### config.mk
export PLATFORM = sky130hd
export DESIGN_NAME = pattern_seq_matcher_flat
export DESIGN_NICKNAME = d
export VERILOG_FILES = /design/src/rtl/pattern_seq_matcher_if.sv /design/src/rtl/pattern_seq_matcher.sv /design/src/flat_wrapper.sv
export SDC_FILE = /design/constraint.sdc
export NUM_CORES = 1
export LEC_CHECK = 0
export CAP_MARGIN = 20
export CORE_MARGIN = 10
export CORE_UTILIZATION = 25
export DETAILED_ROUTE_END_ITERATION = 7
export PLACE_DENSITY = 0.55
export SETUP_SLACK_MARGIN = 0.5
export SLEW_MARGIN = 20
export SYNTH_ARGS = -nofsm -noshare
export SYNTH_HDL_FRONTEND = slang
export SYNTH_SLANG_ARGS = --single-unit
export TNS_END_PERCENT = 5
### constraint.sdc
create_clock -name clk -period 4.2 [get_ports clk]
set_input_delay 1.05 -clock clk [delete_from_list [all_inputs] [get_ports clk]]
set_output_delay 1.05 -clock clk [all_outputs]
set_load 0.02 [all_outputs]
### src/rtl/pattern_seq_matcher_if.sv
// Symbol-entry and status bundle between the keypad FSM, the pattern matcher and the unlock driver.
// The master drives symbols and commands; the slave (matcher) returns the registered status.
interface pattern_seq_matcher_if #(
  parameter int SYM_W     = 2,
  parameter int LEN       = 4,
  parameter int MAX_TRIES = 3
);
  localparam int PROG_W = $clog2(LEN + 1);
  localparam int FAIL_W = $clog2(MAX_TRIES + 1);

  logic                   sym_valid;
  logic [SYM_W-1:0]       sym;
  logic                   clear;
  logic                   pat_load;
  logic [LEN*SYM_W-1:0]   pat_in;
  logic                   grant;
  logic                   deny;
  logic                   locked;
  logic [PROG_W-1:0]      progress;
  logic [FAIL_W-1:0]      fails;

  modport master (
    output sym_valid, sym, clear, pat_load, pat_in,
    input  grant, deny, locked, progress, fails
  );

  modport slave (
    input  sym_valid, sym, clear, pat_load, pat_in,
    output grant, deny, locked, progress, fails
  );
endinterface

### src/rtl/pattern_seq_matcher.sv
// Serial access-pattern checker: compares LEN entered symbols against a loadable reference,
// pulses grant/deny after the last symbol and locks out for LOCK_CYCLES after MAX_TRIES denies.
module pattern_seq_matcher #(
  parameter int                       SYM_W       = 2,
  parameter int                       LEN         = 4,
  parameter int                       MAX_TRIES   = 3,
  parameter int                       LOCK_CYCLES = 16,
  parameter logic [LEN*SYM_W-1:0]     PATTERN     = 8'hB4
) (
  input  logic                  clk,
  input  logic                  rst,
  pattern_seq_matcher_if.slave  bus
);
  localparam int PAT_W  = LEN * SYM_W;
  localparam int PROG_W = $clog2(LEN + 1);
  localparam int FAIL_W = $clog2(MAX_TRIES + 1);
  localparam int CNT_W  = $clog2(LOCK_CYCLES + 1);

  typedef enum logic [1:0] {
    IDLE    = 2'd0,
    COLLECT = 2'd1,
    LOCKOUT = 2'd2
  } state_t;

  state_t              state_q, state_d;
  logic [PAT_W-1:0]    pat_q, pat_d;
  logic [PROG_W-1:0]   progress_q, progress_d;
  logic                mis_q, mis_d;
  logic [FAIL_W-1:0]   fails_q, fails_d;
  logic [CNT_W-1:0]    cnt_q, cnt_d;
  logic                grant_q, grant_d;
  logic                deny_q, deny_d;
  logic                locked_q, locked_d;
  logic                mis_nxt;

  // Symbol k is taken MSB group first; constant-index loop keeps the select width-clean.
  function automatic logic [SYM_W-1:0] sym_at(input logic [PAT_W-1:0] p,
                                              input logic [PROG_W-1:0] k);
    logic [SYM_W-1:0] r;
    r = '0;
    for (int i = 0; i < LEN; i++) begin
      if (PROG_W'(i) == k) r = p[(LEN-1-i)*SYM_W +: SYM_W];
    end
    return r;
  endfunction

  always_comb begin
    state_d    = state_q;
    pat_d      = pat_q;
    progress_d = progress_q;
    mis_d      = mis_q;
    fails_d    = fails_q;
    cnt_d      = cnt_q;
    grant_d    = 1'b0;
    deny_d     = 1'b0;
    locked_d   = locked_q;
    mis_nxt    = 1'b0;

    case (state_q)
      IDLE, COLLECT: begin
        if (bus.clear) begin
          progress_d = '0;
          mis_d      = 1'b0;
          state_d    = IDLE;
        end else if (bus.sym_valid) begin
          mis_nxt = mis_q | (bus.sym != sym_at(pat_q, progress_q));
          if (progress_q == PROG_W'(LEN - 1)) begin
            progress_d = '0;
            mis_d      = 1'b0;
            if (!mis_nxt) begin
              grant_d = 1'b1;
              fails_d = '0;
              state_d = IDLE;
            end else begin
              deny_d = 1'b1;
              if (fails_q == FAIL_W'(MAX_TRIES - 1)) begin
                fails_d  = FAIL_W'(MAX_TRIES);
                locked_d = 1'b1;
                cnt_d    = CNT_W'(LOCK_CYCLES);
                state_d  = LOCKOUT;
              end else begin
                fails_d = fails_q + 1'b1;
                state_d = IDLE;
              end
            end
          end else begin
            progress_d = progress_q + 1'b1;
            mis_d      = mis_nxt;
            state_d    = COLLECT;
          end
        end
        // A new reference only takes effect between attempts; the symbol above used the old one.
        if (state_q == IDLE && progress_q == '0 && bus.pat_load) pat_d = bus.pat_in;
      end
      LOCKOUT: begin
        if (cnt_q == CNT_W'(1)) begin
          locked_d = 1'b0;
          fails_d  = '0;
          cnt_d    = '0;
          state_d  = IDLE;
        end else begin
          cnt_d = cnt_q - 1'b1;
        end
      end
      default: state_d = IDLE;
    endcase
  end

  always_ff @(posedge clk or posedge rst) begin
    if (rst) begin
      state_q    <= IDLE;
      pat_q      <= PATTERN;
      progress_q <= '0;
      mis_q      <= 1'b0;
      fails_q    <= '0;
      cnt_q      <= '0;
      grant_q    <= 1'b0;
      deny_q     <= 1'b0;
      locked_q   <= 1'b0;
    end else begin
      state_q    <= state_d;
      pat_q      <= pat_d;
      progress_q <= progress_d;
      mis_q      <= mis_d;
      fails_q    <= fails_d;
      cnt_q      <= cnt_d;
      grant_q    <= grant_d;
      deny_q     <= deny_d;
      locked_q   <= locked_d;
    end
  end

  assign bus.grant    = grant_q;
  assign bus.deny     = deny_q;
  assign bus.locked   = locked_q;
  assign bus.progress = progress_q;
  assign bus.fails    = fails_q;
endmodule
### src/flat_wrapper.sv
// flat-port wrapper written by rule: the top's interface ports become plain ports
module pattern_seq_matcher_flat 
#(
  parameter int                       SYM_W       = 2,
  parameter int                       LEN         = 4,
  parameter int                       MAX_TRIES   = 3,
  parameter int                       LOCK_CYCLES = 16,
  parameter logic [LEN*SYM_W-1:0]     PATTERN     = 8'hB4
)
  (clk, rst, bus_sym_valid, bus_sym, bus_clear, bus_pat_load, bus_pat_in, bus_grant, bus_deny, bus_locked, bus_progress, bus_fails);
  pattern_seq_matcher_if #(.SYM_W(SYM_W), .LEN(LEN), .MAX_TRIES(MAX_TRIES)) bus_i ();
  input  logic clk;
  input  logic rst;
  input wire logic [$bits(bus_i.sym_valid)-1:0] bus_sym_valid;
  input wire logic [$bits(bus_i.sym)-1:0] bus_sym;
  input wire logic [$bits(bus_i.clear)-1:0] bus_clear;
  input wire logic [$bits(bus_i.pat_load)-1:0] bus_pat_load;
  input wire logic [$bits(bus_i.pat_in)-1:0] bus_pat_in;
  output wire logic [$bits(bus_i.grant)-1:0] bus_grant;
  output wire logic [$bits(bus_i.deny)-1:0] bus_deny;
  output wire logic [$bits(bus_i.locked)-1:0] bus_locked;
  output wire logic [$bits(bus_i.progress)-1:0] bus_progress;
  output wire logic [$bits(bus_i.fails)-1:0] bus_fails;
  assign bus_i.sym_valid = bus_sym_valid;
  assign bus_i.sym = bus_sym;
  assign bus_i.clear = bus_clear;
  assign bus_i.pat_load = bus_pat_load;
  assign bus_i.pat_in = bus_pat_in;
  assign bus_grant = bus_i.grant;
  assign bus_deny = bus_i.deny;
  assign bus_locked = bus_i.locked;
  assign bus_progress = bus_i.progress;
  assign bus_fails = bus_i.fails;
  pattern_seq_matcher #(.SYM_W(SYM_W), .LEN(LEN), .MAX_TRIES(MAX_TRIES), .LOCK_CYCLES(LOCK_CYCLES), .PATTERN(PATTERN)) u_core (.clk(clk), .rst(rst), .bus(bus_i));
endmodule
==> results of run 1 <==
[cells in the mapped netlist (2+ instances only)]
master	count	area [um2]
dfrtp_1	20	500.5
nand2_1	10	37.54
inv_1	9	33.78
nor2_1	8	30.03
ha_1	7	87.58
mux2_2	7	78.83
a21oi_1	6	30.03
dfstp_2	4	105.1
nand3_1	4	20.02
o21ai_0	4	20.02
a22o_1	2	17.52
buf_2	2	10.01
nor3_1	2	10.01
nor4b_1	2	17.52
o21a_1	2	15.01
o21ai_1	2	10.01
o21bai_1	2	15.01
xor2_1	2	17.52
[logic make-up after synthesis]
logic type | after synthesis
xor+xnor | 3
buf+inv | 11
compound gates | 28
simple gates | 36
fa+ha+maj | 7
flops | 24
mux | 7
[placed cells by master (no fill, tap or decap), drive strengths merged, types with 6 or more instances in the layout]
cell type	instances
o21ai	6
clkdlybuf4s50	22
inv	9
dfrtp	20
mux2	7
a21oi	6
nor2	8
nand2	10
ha	7
[final cells by class]
cell class	instances	area, um2
Tap cell	67	83.83
Fill cell	512	3136
Multi-Input combinational cell	81	593.1
Timing Repair Buffer	23	247.7
Inverter	9	33.78
Sequential cell	24	605.6
Clock buffer	4	55.05
[routing by layer]
layer	part of all wire	wire length, um	GRT usage	up-vias
met4	0.0032	9	0.01592	0
met2	0.47	1318	0.1196	24
met1	0.45	1254	0.07793	452
met5	0	0	0	-
met3	0.081	229	0.03990	2
li1	-	-	-	461
[worst max-delay path: cells and delay by family]
family	cells	cell delay [ns]
compound gates	2	0.45
buf+inv	1	0.55
simple gates	3	0.61
[worst min-delay path by stage]
stage | to | slack [ns] | start | depth (start not counted)
2_1_floorplan | u_core.pat_q[0] | 0.47 | u_core.pat_q[0] | 1
5_1_grt | u_core.bus.locked | 0.53 | u_core.bus.locked | 1
3_3_place_gp | u_core.bus.locked | 0.49 | u_core.bus.locked | 1
3_5_place_dp | u_core.bus.locked | 0.48 | u_core.bus.locked | 1
4_1_cts | u_core.bus.locked | 0.50 | u_core.bus.locked | 1
6_report | u_core.bus.locked | 0.49 | u_core.bus.locked | 1
[sequential cells by signal, indices dropped and copies added (netlist names)]
name / flops
u_core.bus.fails: 2
u_core.bus.grant: 1
u_core.mis_q: 1
u_core.bus.locked: 1
u_core.bus.progress: 3
u_core.cnt_q: 5
u_core.pat_q: 8
u_core.bus.deny: 1
u_core.state_q: 2
[metrics by stage]
stage	util	setup WS, ns	power (mW)
after floorplan	-	2.214	0.3619
after global placement	0.3232	1.454	0.4051
after global routing	0.3405	1.618	0.5993
final	0.3405	1.690	0.5644
after CTS	0.3347	1.680	0.5712
after detailed placement	0.3232	1.387	0.4087
[power by group]
group          switching, mW  leakage, nW  internal (mW)
clock network         0.0751       0.0288         0.0837
logic                 0.0630        0.362         0.0621
registers             0.0167        0.282          0.264
==> results by group, run 1 <==
Run status
  • Status: complete, no violations

Global route
  • Total gr overflow: 0
  • Largest net degree at the start of global routing: 25
  • Gr usage total: 0.07188
  • Wire length of the first global-routing pass: about 5000 um
  • Initial antenna violation count: 0
  • Vias in the first global route: roughly 1,000

STA
  • Slew at the pin closest to its max-slew limit: approximately 0.53 ns
  • Crit share post-route: 0.5976
  • Fin Clk Skew: approximately 0.0054 ns
  • Slew Viols, Final: 0
  • WHS: about 0.5 ns
  • Setup_tns: 0 ns
  • Min Tclk post-route: around 2.5 ns
  • Final hold viol count: 0
  • RSZ-0062 raised after global routing: false
  • Max Clk Rate: around 400 MHz
  • Final setup viols: 0
  • Relative slew slack: 0.6439

Worst setup path
  • Required time of the critical path: ~4.3 ns
  • Worst-path maximum fanout: 6
  • Slowest CP cell: clkdlybuf4s50_1
  • Critical path capture point: u_core.cnt_q[1]
  • Critical Path Most Common Cell: nand2_1
  • Beginning of the worst register-to-register path: u_core.bus.progress[1]
  • Startpoint Class: primary input
  • Kind of critical path: primary input to register
  • CP endpoint kind: register
  • Worst R2R Setup Slack: around 2.1 ns
  • CP Launch Point: bus_sym_valid
  • Cells on worst reg2reg path: 8
  • Worst-path cell chain: clkdlybuf4s50_1, nand2_1, nor4_1, nand2_1, a31oi_2, o22ai_1
  • Crit-path max cell delay: between 0.5 and 0.6 ns
  • RR Endpoint: u_core.cnt_q[2]
  • CP Data Arrival Time: around 2.7 ns

Pwr
  • VDD IR-drop max: 0.1357 mV
  • Leakage: 0.6728 nW
  • Pwr Density: 348.6 nW/um2

Placement
  • Port Buf Inserts: 22
  • Post-DP Area: 1536 um2
  • Final GP Congestion: around 0.76
  • Placed Instances: roughly 200
  • Dpl hpwl: about 2200 um

Clock network
  • Root buffer cell: clkbuf_8
  • Clk_lat worst skew: around 0.27 ns
  • # resized after CTS: 0
  • # hold bufs at CTS: 0
  • Clock Tree Buf Depth: 2
  • CTS clock-pin slew for the worst setup and hold paths: approximately 0.080 ns
  • Post-CTS setup buffer count: 0
  • # H-tree levels: 1
  • Clk sink count: 24
  • CTS tree: done
  • Total CTS buffers: 3

Cells and area
  • N_diodes: 0
  • NumNets Final: roughly 160
  • Final non-filler cell area: 1619 um2
  • Layout cells sized above 1: 0.1489
  • Final cell count without fillers: 208
  • Area Overhead vs Synth: 30.31%

Synth
  • Xor and xnor area share after synthesis: 0.02719
  • Synthesized area per cell: 10.71 um2
  • Compound-Gate Fraction of Synth Area: 0.1672
  • Main combinational cell family by area after synthesis: compound AO/OA/AOI/OAI gates
  • Distinct cells, synth: 39
  • Multiplexer share of the synthesized area: 0.06344
  • EDFF count, synth: 0
  • Syn nets: 138
  • Gate Count Post-Synth: between 100 and 150
  • YS warnings: 0
  • Synth Area in Simple Gates: 0.1490
  • Ys async rst share: 1.000
  • Fraction of the mapped netlist area in adder cells: 0.07049
  • Top FF cell, synth: dfrtp_1
  • Sequential share of the synthesized area: 0.4874
  • FF+latch count, synth: 24
  • Mapped cell area: 1242 um2

Detailed routing
  • DRC: 0
  • Routed wire length: 2811 um
  • Initial detailed-routing violation count: 63
  • Via density per instance: 4.514
  • Pre-Repair DR Iteration Count: 4
  • Detailed-route via count: around 940
  • Final ANT Viol Nets: 0
  • Routed wire per std cell: around 14 um

Die
  • Row cnt: 25
  • Die W: around 90 um
  • Die ar.: roughly 8200 um2
  • Die height: 90.50 um
  • Starting Density: 0.2613
  • Io pins: 23
  • Core ar.: between 4000 and 5000 um2

Hold path
  • HP Class: register to register

Job
  • Max Cap Viol: 0
(Power assumes the default switching activity.)
==> inputs of run 2 (changes only) <==
--- a/config.mk
+++ b/config.mk
@@ -9,7 +9,7 @@
 export CORE_MARGIN = 10
 export CORE_UTILIZATION = 25
 export DETAILED_ROUTE_END_ITERATION = 7
-export PLACE_DENSITY = 0.55
+export PLACE_DENSITY = 0.57
 export SETUP_SLACK_MARGIN = 0.5
 export SLEW_MARGIN = 20
 export SYNTH_ARGS = -nofsm -noshare
==> constraint.sdc (replaced) <==
create_clock -name clk -period 2.3 [get_ports clk]
set_input_delay 0.575 -clock clk [delete_from_list [all_inputs] [get_ports clk]]
set_output_delay 0.575 -clock clk [all_outputs]
set_load 0.02 [all_outputs]
==> run 2 against run 1 <==
Die area is the same; critical path depth grew 2; sequential power grew 83%; critical path type is now register to register; combinational power grew 100%.
==> results by group, run 2 (same netlist as run 1, synthesis figures left out) <==
Run status
  • Status: complete, no violations

Global route
  • Total gr overflow: 0 (unchanged)
  • Gr usage total: 0.07354 (+0.001661)
  • Wire length of the first global-routing pass: 5043 um (+2.7%)
  • Vias in the first global route: 1,064 (+2.6%)
  • Largest net degree at the start of global routing: 25 (unchanged)
  • Initial antenna violation count: 0 (unchanged)

Placement
  • Setup WS pre-CTS: 0.08450 ns (-1.302 ns)
  • Post-DP Area: 1573 um2 (+2.4%)
  • Final GP Congestion: 0.7418 (-2.5%)
  • Port Buf Inserts: 22 (unchanged)
  • Dpl hpwl: 2273 um (+1.5%)

Worst setup path
  • CP endpoint kind: register
  • Worst-path maximum fanout: 4 (-2)
  • Required time of the critical path: 2.48 ns (-1.86 ns)
  • Kind of critical path: register to register
  • Startpoint Class: register
  • CP Data Arrival Time: 2.14 ns (-0.51 ns)

STA
  • RSZ-0062 raised after global routing: true
  • PnR worst setup slack: 0.3398 ns (-1.350 ns)
  • WHS: 0.5010 ns (+0.007434 ns)
  • Final setup viols: 0 (unchanged)
  • Setup_tns: 0 ns (unchanged)
  • Fin Clk Skew: 0.007998 ns (+0.002576 ns)
  • Slew at the pin closest to its max-slew limit: 0.3912 ns (-0.1355 ns)
  • Max Clk Rate: around 510 MHz
  • Min Tclk post-route: 1.960 ns
  • Slew Viols, Final: 0 (unchanged)
  • Relative slew slack: 0.7390 (+0.09506)
  • Final hold viol count: 0 (unchanged)
  • Crit share post-route: 0.8523

Cells and area
  • N_diodes: 0 (unchanged)
  • Largest register by flop count: u_core.pat_q
  • Layout cells sized above 1: 0.2276 (+0.07865)
  • NumNets Final: 168 (+2.4%)
  • Most frequent cells in the layout: clkdlybuf4s50_1 (21), dfrtp_1 (18), nand2_1 (10)
  • Final non-filler cell area: 1653 um2 (+2.1%)
  • Number of flip-flops under the largest register name: 8 (unchanged)
  • Area Overhead vs Synth: 33.03%
  • Most common cell after layout, fill and taps aside: clkdlybuf4s50_1

Clock network
  • Root buffer cell: clkbuf_8
  • # hold bufs at CTS: 0 (unchanged)
  • Clk_lat worst skew: 0.27 ns (about the same)
  • Clock Tree Buf Depth: 2 (unchanged)
  • Clk sink count: 24 (unchanged)
  • Total CTS buffers: 3 (unchanged)
  • # H-tree levels: 1 (unchanged)
  • CTS clock-pin slew for the worst setup and hold paths: 0.09 ns (about the same)
  • CTS tree: done

Pwr
  • Switching Power: 0.2898 mW (+87%)
  • Sw frac: 0.2760 (+0.001750)
  • Pwr Density: 635.3 nW/um2 (+82%)
  • Seq pwr share: 0.489 (-0.008)
  • Leakage: 0.6842 nW (+1.7%)
  • Clock power frac: 0.273 (-0.008)
  • Power Internal: 0.7603 mW (+86%)
  • VDD IR-drop max: 0.4044 mV (+200%)
  • Gate power share: 0.238 (+0.016)

Die
  • Die W: 90.50 um (unchanged)
  • Die height: 90.50 um (unchanged)
  • Row cnt: 25 (unchanged)
  • Core ar.: 4755 um2 (unchanged)
  • Die ar.: 8189 um2 (unchanged)
  • Starting Density: 0.2613 (unchanged)
  • Io pins: 23 (unchanged)

Detailed routing
  • Initial detailed-routing violation count: 41 (-35%)
  • Routed wire per std cell: 13.57 um (+0.42%)
  • Pre-Repair DR Iteration Count: 5 (+1)
  • DRC: 0 (unchanged)
  • Via density per instance: 4.509 (-0.11%)
  • Detailed-route via count: 956 (+1.8%)
  • Final ANT Viol Nets: 0 (unchanged)
  • Routed wire length: 2877 um (+2.3%)

Job
  • Max Cap Viol: 0 (unchanged)

Hold path
  • HP Class: register to register
-- run 2: changes by cell type in the layout (fill, tap and decap cells not counted), moves of 2 or more --
cell	previous run	this run
ha_2	0	3
ha_1	7	4
inv_1	9	7
buf_4	0	5
dfrtp_1	20	18
dfrtp_2	0	2
inv_2	0	2
-- run 2: worst paths after layout --
path                       slack (ns)                  end  cells past startpoint                    from
setup / recovery                 0.34  u_core.bus.fails[1]                      8  u_core.bus.progress[0]
hold / removal                   0.50    u_core.bus.locked                      1       u_core.bus.locked
setup reg to reg                 0.34  u_core.bus.fails[1]                      8  u_core.bus.progress[0]
hold reg to reg                  0.50    u_core.bus.locked                      1       u_core.bus.locked
max in group asynchronous        1.36      u_core.pat_q[5]                      3                     rst
min in group asynchronous        0.65    u_core.state_q[0]                      3                     rst
-- run 2: repair_timing --
action / 4_1_cts / 5_1_grt
setup buffers: 0 / 2
endpoints found under the setup margin: 19 / 19
resized for setup: 1 / 2
pin swaps: 2 / 3
-- run 2: power by group through the flow --
| stage | clock, mW | sequential (mW) | combinational, mW |
|---|---|---|---|
| 6_report | 0.287 | 0.513 | 0.250 |
| 5_1_grt | 0.318 | 0.521 | 0.278 |
| 4_1_cts | 0.298 | 0.514 | 0.236 |
| 3_5_place_dp | 0 | 0.522 | 0.235 |
| 3_3_place_gp | 0 | 0.519 | 0.229 |
| 2_1_floorplan | 0 | 0.524 | 0.144 |
-- run 2: critical path: stages, from the launching register on --
cell and delay, ns:
dfrtp_2 0.44, ha_2 0.21, nand3b_1 0.17, a221oi_2 0.22, o21bai_1 0.11, xor2_1 0.18
buf_4 0.15, and3_1 0.20, o31ai_2 0.19
-- run 2: final cells by class --
class	instances	area, um2
Clock buffer	4	55.05
Fill cell	506	3102
Inverter	9	33.78
Multi-Input combinational cell	81	615.6
Sequential cell	24	608.1
Tap cell	67	83.83
Timing Repair Buffer	27	256.5
-- run 2: metrics by stage --
| step | cells | utilization | power, mW |
|---|---|---|---|
| after CTS | 210 | 0.3421 | 1.049 |
| after detailed placement | 206 | 0.3308 | 0.7566 |
| after global routing | 212 | 0.3476 | 1.116 |
| final | 212 | 0.3476 | 1.050 |
| after global placement | 206 | 0.3308 | 0.7487 |
| after floorplan | 116 | - | 0.6679 |
-- run 2: layer usage --
layer,global-route usage,up-vias,routed length [um]
li1,-,467,-
met4,0.007958,0,0
met1,0.08164,465,1255
met5,0,-,0
met2,0.1310,24,1462
met3,0.03076,0,159
==> inputs of run 3 (changes only) <==
--- a/config.mk
+++ b/config.mk
@@ -6,6 +6,7 @@
 export NUM_CORES = 1
 export LEC_CHECK = 0
 export CAP_MARGIN = 20
+export CORE_ASPECT_RATIO = 0.8
 export CORE_MARGIN = 10
 export CORE_UTILIZATION = 25
 export DETAILED_ROUTE_END_ITERATION = 7
==> run 3 against run 2 <==
Worst hold slack improved by 0.0010 ns; combinational power rose by 5%; sequential power barely moved; die area rose by 0.22%; clock skew fell by 0.0030 ns; sequential share of layout area fell by 0.60 points; register-to-register slack got worse by 0.05 ns; largest power group unchanged.
==> results by group, run 3 (same netlist as run 1, synthesis figures left out) <==
Run status
  • Status: complete, no violations

Detailed routing
  • Pre-Repair DR Iteration Count: 4 (-1)
  • Routed wire length: 3107 um (+8.0%)
  • Via density per instance: 4.711 (+4.5%)
  • Final ANT Viol Nets: 0 (unchanged)
  • Routed wire per std cell: 15.23 um (+12%)
  • DRC: 0 (unchanged)
  • Detailed-route via count: 961 (+0.52%)
  • Initial detailed-routing violation count: 61 (+49%)

Hold path
  • HP Class: register to register
  • Hold Crit Endpoint: u_core.bus.locked
  • WHS Path Cells: 1 (unchanged)
  • Hold_sp: u_core.bus.locked

STA
  • Max Clk Rate: 496.6 MHz (-2.7%)
  • Setup_tns: 0 ns (unchanged)
  • Min Tclk post-route: 2.014 ns (+0.05359 ns)
  • Relative slew slack: 0.7201 (-0.01894)
  • PnR worst setup slack: 0.2862 ns (-0.05359 ns)
  • Crit share post-route: 0.8756 (+0.02330)
  • Slew at the pin closest to its max-slew limit: 0.4093 ns (+0.01812 ns)
  • RSZ-0062 raised after global routing: true
  • Final hold viol count: 0 (unchanged)
  • Slew Viols, Final: 0 (unchanged)
  • Final setup viols: 0 (unchanged)
  • Fin Clk Skew: 0.004960 ns (-0.003038 ns)

Die
  • Core ar.: 4707 um2 (-1.0%)
  • Die height: 83.06 um (-8.2%)
  • Die ar.: 8207 um2 (+0.22%)
  • Io pins: 23 (unchanged)
  • Row cnt: 22 (-12%)
  • Die W: 98.82 um (+9.2%)
  • Starting Density: 0.2640 (+0.002640)

Pwr
  • Leakage: 0.6920 nW (+1.1%)
  • Pwr Total: 1.151 mW (+9.6%)
  • Pwr Density: 684.9 nW/um2 (+7.8%)
  • VDD IR-drop max: 0.2476 mV (-39%)

Clock network
  • # H-tree levels: 1 (unchanged)
  • Clock Tree Buf Depth: 2 (unchanged)
  • CTS tree: done
  • Root buffer cell: clkbuf_8
  • Total CTS buffers: 3 (unchanged)
  • Clk sink count: 24 (unchanged)
  • CTS clock-pin slew for the worst setup and hold paths: 0.09 ns (about the same)
  • Clk_lat worst skew: 0.27 ns (about the same)

Worst setup path
  • RR Endpoint: u_core.state_q[1]
  • CP Data Arrival Time: 2.18 ns (+0.04 ns)
  • Startpoint Class: register
  • Slowest CP cell: dfrtp_2
  • Crit-path max cell delay: 0.44 ns (about the same)
  • Worst-path maximum fanout: 5 (+1)
  • Worst R2R Setup Slack: 0.29 ns (-0.05 ns)
  • Cells on worst reg2reg path: 8 (unchanged)
  • CP Launch Point: u_core.bus.progress[0]
  • Kind of critical path: register to register
  • CP endpoint kind: register
  • Beginning of the worst register-to-register path: u_core.bus.progress[0]
  • Required time of the critical path: 2.46 ns (-0.02 ns)
  • Worst-path cell chain: inv_2, ha_2, nand3b_1, a221oi_2, o21bai_2, xor2_2, a31oi_4, or2_1

Global route
  • Met1 layer usage reported by global route: 0.09095 (+0.009310)
  • Routing usage on met3: 0.01159 (-0.01917)
  • Wire length of the first global-routing pass: 5037 um (-0.12%)
  • Initial antenna violation count: 0 (unchanged)
  • Vias in the first global route: 995 (-6.5%)
  • Routing usage on met2: 0.1159 (-0.01513)
  • Gr usage total: 0.07273 (-0.0008116)
  • Total gr overflow: 0 (unchanged)
  • Largest net degree at the start of global routing: 25 (unchanged)
  • Busiest grt layer: met2

Cells and area
  • N_diodes: 0 (unchanged)
  • NumNets Final: 167 (-0.60%)
  • Most common cell after layout, fill and taps aside: clkdlybuf4s50_1
  • Layout cells sized above 1: 0.2569 (+0.02936)
  • Final non-filler cell area: 1680 um2 (+1.7%)
  • Number of flip-flops under the largest register name: 8 (unchanged)
  • Largest register by flop count: u_core.pat_q
  • Area Overhead vs Synth: 35.25%
  • Most frequent cells in the layout: clkdlybuf4s50_1 (21), dfrtp_1 (18), nand2_1 (10)
  • Final cell count without fillers: 204 (-3.8%)

Placement
  • Placed Instances: 199 (-3.4%)
  • Final GP Congestion: 0.7831 (+5.6%)
  • Setup WS pre-CTS: 0.02159 ns (-0.06291 ns)
  • Port Buf Inserts: 22 (unchanged)
  • Post-DP Area: 1564 um2 (-0.56%)
  • Dpl hpwl: 2263 um (-0.47%)

Job
  • Max Cap Viol: 0 (unchanged)
==> run 3: layout make-up <==
type / instances / area [um2]
Clock buffer: 3 / 41.29
Clock inverter: 1 / 30.03
Tap cell: 60 / 75.07
Fill cell: 458 / 3027
Multi-Input combinational cell: 81 / 643.1
Sequential cell: 24 / 608.1
Inverter: 9 / 33.78
Timing Repair Buffer: 26 / 249.0
==> run 3: routing by layer <==
metal,up-vias,wire (um),share of wire
met2,14,1541,0.50
met4,0,36,0.012
met1,475,1421,0.46
li1,470,-,-
met5,-,0,0
met3,2,107,0.034
==> run 3: stage by stage <==
| stage | hold slack, ns | util |
|---|---|---|
| after CTS | 0.5048 | 0.3506 |
| after detailed placement | 0.4837 | 0.3323 |
| final | 0.5021 | 0.3570 |
| after global routing | 0.5405 | 0.3570 |
| after global placement | 0.4910 | 0.3323 |
| after floorplan | 0.4720 | - |
==> run 3: timing repair <==
item                       CTS  global route
setup endpoints to repair   19            19
gates resized for setup      3             6
hold buffers                 0             0
setup buffers                0             1
pin swaps                    1             5
==> run 3: how the worst max path moves through the flow <==
stage	to	slack (ns)	cells past startpoint
after floorplan	u_core.state_q[1]	0.44	7
after global placement	u_core.cnt_q[1]	0.13	6
after detailed placement	u_core.cnt_q[1]	0.02	6
after CTS	u_core.bus.fails[0]	0.31	8
after global routing	u_core.state_q[1]	0.22	8
final	u_core.state_q[1]	0.29	8
==> run 3: power breakdown <==
part | switching [mW] | total (mW) | internal, mW
Sequential | 0.0310 | 0.513 | 0.482
Combinational | 0.135 | 0.262 | 0.127
Clock | 0.143 | 0.375 | 0.233
==> run 3: worst max-delay path: cells and delay by family, from the launching register on <==
kind,cells,cell delay (ns)
compound gates,3,0.53
simple gates,2,0.34
buf+inv,1,0.09
fa+ha+maj,1,0.22
xor+xnor,1,0.28
flops,1,0.44
